**config.mk**
```make
export PLATFORM = sky130hd
export DESIGN_NAME = imm_gen_stage
export DESIGN_NICKNAME = d
export VERILOG_FILES = /design/src/rtl/imm_gen_stage.sv
export SDC_FILE = /design/constraint.sdc
export NUM_CORES = 1
export LEC_CHECK = 0
export BUFFER_PORTS_ARGS = -buffer_cell sky130_fd_sc_hd__buf_2
export CORE_MARGIN = 4
export CORE_UTILIZATION = 46
export CTS_CLUSTER_DIAMETER = 100
export DETAILED_ROUTE_END_ITERATION = 10
export PLACE_DENSITY = 0.7
export SYNTH_ARGS = -nofsm -noshare
export SYNTH_HDL_FRONTEND = slang
export SYNTH_SLANG_ARGS = --single-unit
```
**constraint.sdc**
```tcl
create_clock -name clk -period 4.4 [get_ports clk]
set_input_delay 0.88 -clock clk [delete_from_list [all_inputs] [get_ports clk]]
set_output_delay 0.88 -clock clk [all_outputs]
set_load 0.05 [all_outputs]
```
**src/rtl/imm_gen_stage.sv**
```systemverilog
// Immediate-generation pipeline stage: decodes RISC-V immediates and the
// PC-relative target, and registers them behind a 2-entry valid/ready skid buffer.
module imm_gen_stage #(
  parameter int XLEN     = 32,
  parameter bit EN_ZICSR = 1'b1
) (
  input  logic            clk,
  input  logic            rst,
  input  logic            flush,
  input  logic            in_valid,
  output logic            in_ready,
  input  logic [31:0]     in_instr,
  input  logic [XLEN-1:0] in_pc,
  output logic            out_valid,
  input  logic            out_ready,
  output logic [31:0]     out_instr,
  output logic [XLEN-1:0] out_pc,
  output logic [XLEN-1:0] out_imm,
  output logic [2:0]      out_fmt,
  output logic [XLEN-1:0] out_target
);

  localparam logic [2:0] FMT_NONE = 3'd0;
  localparam logic [2:0] FMT_I    = 3'd1;
  localparam logic [2:0] FMT_S    = 3'd2;
  localparam logic [2:0] FMT_B    = 3'd3;
  localparam logic [2:0] FMT_U    = 3'd4;
  localparam logic [2:0] FMT_J    = 3'd5;
  localparam logic [2:0] FMT_Z    = 3'd6;

  typedef enum logic [1:0] {ST_EMPTY, ST_ONE, ST_TWO} state_t;

  typedef struct packed {
    logic [31:0]     instr;
    logic [XLEN-1:0] pc;
    logic [XLEN-1:0] imm;
    logic [2:0]      fmt;
    logic [XLEN-1:0] target;
  } entry_t;

  state_t state_reg, state_next;
  entry_t out_reg, skid_reg, dec_entry;

  logic signed [31:0] imm32;
  logic [XLEN-1:0]    imm_dec;
  logic [2:0]         fmt_dec;
  logic               has_target;
  logic               accept_fire, release_fire;
  logic               load_out_from_in, load_out_from_skid, load_skid_from_in;

  // All formats are first built as a signed 32-bit value, then sign-extended to XLEN.
  always_comb begin
    imm32      = '0;
    fmt_dec    = FMT_NONE;
    has_target = 1'b0;
    case (in_instr[6:0])
      7'b0010011, 7'b0000011, 7'b1100111: begin
        imm32   = {{20{in_instr[31]}}, in_instr[31:20]};
        fmt_dec = FMT_I;
      end
      7'b0100011: begin
        imm32   = {{20{in_instr[31]}}, in_instr[31:25], in_instr[11:7]};
        fmt_dec = FMT_S;
      end
      7'b1100011: begin
        imm32      = {{19{in_instr[31]}}, in_instr[31], in_instr[7], in_instr[30:25],
                      in_instr[11:8], 1'b0};
        fmt_dec    = FMT_B;
        has_target = 1'b1;
      end
      7'b0110111, 7'b0010111: begin
        imm32      = {in_instr[31:12], 12'b0};
        fmt_dec    = FMT_U;
        has_target = in_instr[5] == 1'b0; // AUIPC only
      end
      7'b1101111: begin
        imm32      = {{11{in_instr[31]}}, in_instr[31], in_instr[19:12], in_instr[20],
                      in_instr[30:21], 1'b0};
        fmt_dec    = FMT_J;
        has_target = 1'b1;
      end
      7'b1110011: begin
        if (EN_ZICSR && in_instr[14]) begin
          imm32   = {27'b0, in_instr[19:15]};
          fmt_dec = FMT_Z;
        end
      end
      default: ;
    endcase
  end

  assign imm_dec          = XLEN'(imm32);
  assign dec_entry.instr  = in_instr;
  assign dec_entry.pc     = in_pc;
  assign dec_entry.imm    = imm_dec;
  assign dec_entry.fmt    = fmt_dec;
  assign dec_entry.target = has_target ? in_pc + imm_dec : '0;

  // Handshake flags come straight from the state register, never from out_ready.
  assign out_valid    = (state_reg != ST_EMPTY);
  assign in_ready     = (state_reg != ST_TWO);
  assign accept_fire  = in_valid & in_ready;
  assign release_fire = out_valid & out_ready;

  always_comb begin
    state_next         = state_reg;
    load_out_from_in   = 1'b0;
    load_out_from_skid = 1'b0;
    load_skid_from_in  = 1'b0;
    case (state_reg)
      ST_EMPTY: begin
        if (accept_fire) begin
          state_next       = ST_ONE;
          load_out_from_in = 1'b1;
        end
      end
      ST_ONE: begin
        if (accept_fire && release_fire) begin
          load_out_from_in = 1'b1;
        end else if (accept_fire) begin
          state_next        = ST_TWO;
          load_skid_from_in = 1'b1;
        end else if (release_fire) begin
          state_next = ST_EMPTY;
        end
      end
      ST_TWO: begin
        if (release_fire) begin
          state_next         = ST_ONE;
          load_out_from_skid = 1'b1;
        end
      end
      default: state_next = ST_EMPTY;
    endcase
    // A flush discards everything, including an instruction accepted this cycle.
    if (flush) begin
      state_next         = ST_EMPTY;
      load_out_from_in   = 1'b0;
      load_out_from_skid = 1'b0;
      load_skid_from_in  = 1'b0;
    end
  end

  always_ff @(posedge clk) begin
    if (rst) begin
      state_reg <= ST_EMPTY;
      out_reg   <= '0;
      skid_reg  <= '0;
    end else begin
      state_reg <= state_next;
      if (load_out_from_in) begin
        out_reg <= dec_entry;
      end else if (load_out_from_skid) begin
        out_reg <= skid_reg;
      end
      if (load_skid_from_in) begin
        skid_reg <= dec_entry;
      end
    end
  end

  assign out_instr  = out_reg.instr;
  assign out_pc     = out_reg.pc;
  assign out_imm    = out_reg.imm;
  assign out_fmt    = out_reg.fmt;
  assign out_target = out_reg.target;

endmodule

```
# Word level (Yosys, flattened, before mapping)
# Index checks and enable logic that the tools add are counted.
# word_totals
ff_bits,264
input_bits,69
output_inout_bits,133
elab_cells,64
# op_classes
addsub,1
n_eq_ne,16
muxes,24
bitwise,3
n_reduce_logical,9
# op_table
operator,count
2-to-1 mux 131 bit,2
case mux 32 bit (6 select lines),1
adder 32 bit,1
2-to-1 mux 32 bit,1
equality test 7 bit (second input constant),4
case mux 3 bit (6 select lines),1
equality test 7 x 5 -> 1 bit (second input constant),2
equality test 7 x 6 -> 1 bit (second input constant),2
2-to-1 mux 2 bit,5
2-to-1 mux 1 bit,9
!= test 2 bit (second input constant),4
equality test 7 x 2 -> 1 bit (second input constant),1
case mux 2 bit (3 select lines),1
OR reduction 2 bit,3
2-to-1 mux 5 bit,1
case mux 1 bit (2 select lines),2
AND reduction 4 bit,1
nonzero test 2 bit,2
2-to-1 mux 3 bit,1
!= test 3 bit (second input constant),1
OR reduction 3 bit,1
bitwise AND 1 bit,2
equality test 2 x 1 -> 1 bit (second input constant),1
equality test 2 bit (second input constant),1
other kinds (3),3

# Depth between registers and ports, before layout
# depth
ltp_word,7
depth_mapped,18
mapped_depth_nobuf,16

# Least setup slack after synthesis
# No wires, ideal clock.
# synth_path
kind,input-to-reg
startpoint,input in_instr[2]
endpoint,register out_reg (netlist bit out_target[30])
setup_time_ps,133
arrival_time_ps,4394
required_ps,4267
slack_ps,-127
path_stages,17
n_path_buf,3
cell_sequence,clkbuf_1 > nor3_1 > and2_1 > clkbuf_1 > or2_2 > and2_1 > buf_2 > a21o_1 > ha_1 > a21o_1 > a21o_1 > a21o_1 > a2111o_1 > a41o_1 > or4_4 > nand3_2 > a21oi_1
# synth_lines
item,line_no,source
from (decl),12,"input logic [31:0] in_instr,"
to (signal assigned),152,out_reg <= dec_entry;
to (signal assigned),154,out_reg <= skid_reg;
to (decl),42,"entry_t out_reg, skid_reg, dec_entry;"

==> impl_metrics.yaml <==
outcome:
  status: "finished, final reports clean"
route:
  post_drt_wl_per_cell_um: 18.6
  routed_via_density: 5.66
  drt_iter0_drc: 1176
  drtPass1Iterations: 6
  drc: 0
  routed_wl_um: 39400
  drtAntennaViolNets: 0
  dr_total_vias: 12000
global_route:
  grt_max_degree: 131
  antenna_found_initial: 0
  grt_pass1_vias: 11100
  grt_pass1_wl_um: 61600
  grt.overflow.total: 0
  grt_util_all_layers_pct: 26.2
sta:
  report.final.slew_viol_count: 0
  period_share_pct: 94.8
  clock_skew_ns: 0.0109
  clock.fmax_mhz: 240
  worstMarginPinSlew_ns: 0.949
  max-slew-margin-rel_pct: 36.5
  hold_violations: 0
  setup_viol: 0
  fin_crit_ns: 4.17
  hold_slack_ns: 0.450
  rsz0062_at_grt: "false"
  setup_ws_ns: 0.228
run:
  cap_violations: 0
worst_setup_path:
  crit_family: "compound AO/OA/AOI/OAI gates"
  cpPeakStageDelay_ns: 0.40
  path_max_fanout: 9
  slowest_stage: "or2_2"
  r2r_cells: 8
  start_kind: "input port"
  crit_chain: "buf_2 > nor2b_1 > nand3_1 > nor2_1 > or2_2 > a21oi_1 > inv_1 > ha_1 > nand2_1 > o2111ai_1 > nor4_1 > buf_4 > o41ai_2 > a31oi_1 > xnor2_1 > a21oi_1 > a311oi_1"
  cp_num_buf_inv: 3
  criticalPathCategory: "input port to register"
  arrival_ns: 4.62
  cp.depth: 17
  critPathCaptureType: "register"
  ff2ff_setup_slack_ns: 1.69
  cp.required_ns: 4.84
  cp-endpoint: "out_target[21]$_SDFFE_PP0P_"
  rr_endpoint: "out_target[31]$_SDFFE_PP0P_"
  timing.rr.start: "state_reg[0]$_SDFFE_PP0P_"
  cp-startpoint: "in_instr[5]"
  cpMostUsedCell: "a21oi_1"
synthesis:
  avgSynthCellArea_um2: 7.85
  synth_edf_count: 0
  ys_seq_elements: 264
  yosysTopAreaCell: "dfxtp_1"
  ys_types: 62
  synth_area_leaders: "dfxtp_1 (44%), nand2_1 (11%), a21oi_1 (11%)"
  syn_nets: 1625
  netlist_instances: 1524
  syn_area_um2: 12000
  yosysWarnings: 0
  synthFlopType: "dfxtp_1"
  yosysSeqAreaShare_pct: 44.2
  synth_top_area_share_pct: 44.2
  async_reset_ff_share_pct: 0
clock_tree:
  clk_latency_ns: 0.55
  clockRootBuffer: "clkbuf_16"
  tritoncts: "yes"
  htree_levels: 1
  cts_sinks: 264
  max-clock-path-buffers: 3
  cts_hold_buf: 0
  path_clk_slew_ns: 0.07
  cts_buffers: 28
power:
  leakage_nw: 6.31
  power_mw: 5.64
  pwr-share-comb_pct: 12.4
  clkPwrFrac_pct: 43.8
  switching_share_pct: 26.7
  p_seq_share_pct: 43.8
  p_int_mw: 4.14
  p_sw_mw: 1.51
  ir_drop_mv: 0.300
  power_density_nw_per_um2: 375
place:
  portBuffers: 201
  routabilityCongestion: 0.930
  dpl.hpwl_um: 27200
  dp_slack_ns: -0.364
die:
  dieHeight_um: 169
  initial_core_util_pct: 47.1
  rows: 58
  die_area_um2: 28700
  die_w_um: 169
  core_area_um2: 25400
  ios: 202
cells_and_area:
  final_common_cell: "nand2_1"
  n_fill_cell: 2371
  diodes: 0
  final_nets: 1872
  largest_reg_flops: 131
  drive_above_1_share_pct: 23.0
  final_cell_mix: "nand2_1 (362), dfxtp_1 (264), a21oi_1 (253), buf_2 (200), buf_4 (130)"
  area_growth_pct: 25.9
hold_path:
  hp-class: "register to register"
[worst min-delay path by stage]
stage                                     startpoint                          to  slack (ns)  cells after the start
after floorplan            skid_reg[24]$_SDFFE_PP0P_   skid_reg[24]$_SDFFE_PP0P_        0.43                      2
after global placement     skid_reg[24]$_SDFFE_PP0P_   skid_reg[24]$_SDFFE_PP0P_        0.44                      2
after detailed placement  out_instr[13]$_SDFFE_PP0P_  out_instr[13]$_SDFFE_PP0P_        0.44                      2
after CTS                 out_instr[27]$_SDFFE_PP0P_  out_instr[27]$_SDFFE_PP0P_        0.45                      2
after global routing       skid_reg[42]$_SDFFE_PP0P_   skid_reg[42]$_SDFFE_PP0P_        0.47                      2
final                        out_pc[11]$_SDFFE_PP0P_     out_pc[11]$_SDFFE_PP0P_        0.45                      2
[routing by layer]
metal  global-route usage, %  wire length [um]  vias to the layer above
met5                       0                 0                        -
met4                    7.14              1140                        0
met3                    4.26              2870                       69
met2                    41.1             17900                      406
met1                    37.6             17500                     5699
li1                        -                 -                     5831
[logic make-up (layout without fill, tap and decap cells)]
kind of cell,after synthesis,count (layout),synth area share [%]
simple gates,570,570,20.0
compound gates,486,486,25.6
flops,264,264,44.2
buf+inv,140,408,4.42
fa+ha+maj,32,32,3.41
xor+xnor,29,29,2.12
mux,3,3,0.251
[layout make-up]
cell class,instances,area (um^2),area share (%)
clock buffer,35,768,5.10
clock inverter,16,195,1.30
timing repair buffer,335,2070,13.7
tap,330,413,2.74
sequential,264,5290,35.1
inverter,22,82.6,0.548
multi-input combinational,1120,6250,41.5
[power by group through the flow]
stage          combinational, mW  clock, mW  sequential, mW
2_1_floorplan              0.272          0            2.67
3_3_place_gp               0.689          0            2.52
3_5_place_dp               0.692          0            2.53
4_1_cts                    0.694       2.51            2.47
5_1_grt                    0.748       2.60            2.48
6_report                   0.700       2.47            2.47
[cells in the mapped netlist, drive strengths merged, types with 6 or more instances]
cell and instances:
nor2 93, buf 14, and2 11, nand2 363, ha 31, a311oi 14, clkbuf 104, dfxtp 264
xor2 11, a21oi 256, inv 22, xnor2 18, a21o 23, nand3 24, a22oi 95, nor2b 6
and3 13, a221oi 9, o21a 6, a211oi 26, nor4 7, nor3 23, o21ai 17, nand2b 9
a31oi 6
[stage by stage]
stage	setup TNS (ns)	util (%)	instances	cell area (um^2)
3_5_place_dp	-4.08	55.3	2071	14000
2_1_floorplan	0	-	1524	12000
6_report	0	59.3	2122	15100
3_3_place_gp	-1.78	55.3	2071	14000
4_1_cts	0	59.1	2122	15000
5_1_grt	0	59.3	2122	15100
[repair_timing]
| item | CTS | global route |
|---|---|---|
| endpoints found under the hold margin | 0 | 0 |
| setup buffers | 0 | 0 |
| setup endpoints to repair | 0 | 19 |
| gates resized for setup | 0 | 11 |
[tightest hold or removal path: cells and delay by family, from the launching register on]
| kind | cells | cell delay [ns] |
|---|---|---|
| AO/OA/AOI/OAI | 1 | 0.05 |
| AND/OR/NAND/NOR | 1 | 0.05 |
| flip-flops | 1 | 0.31 |
(Power assumes the default switching activity.)
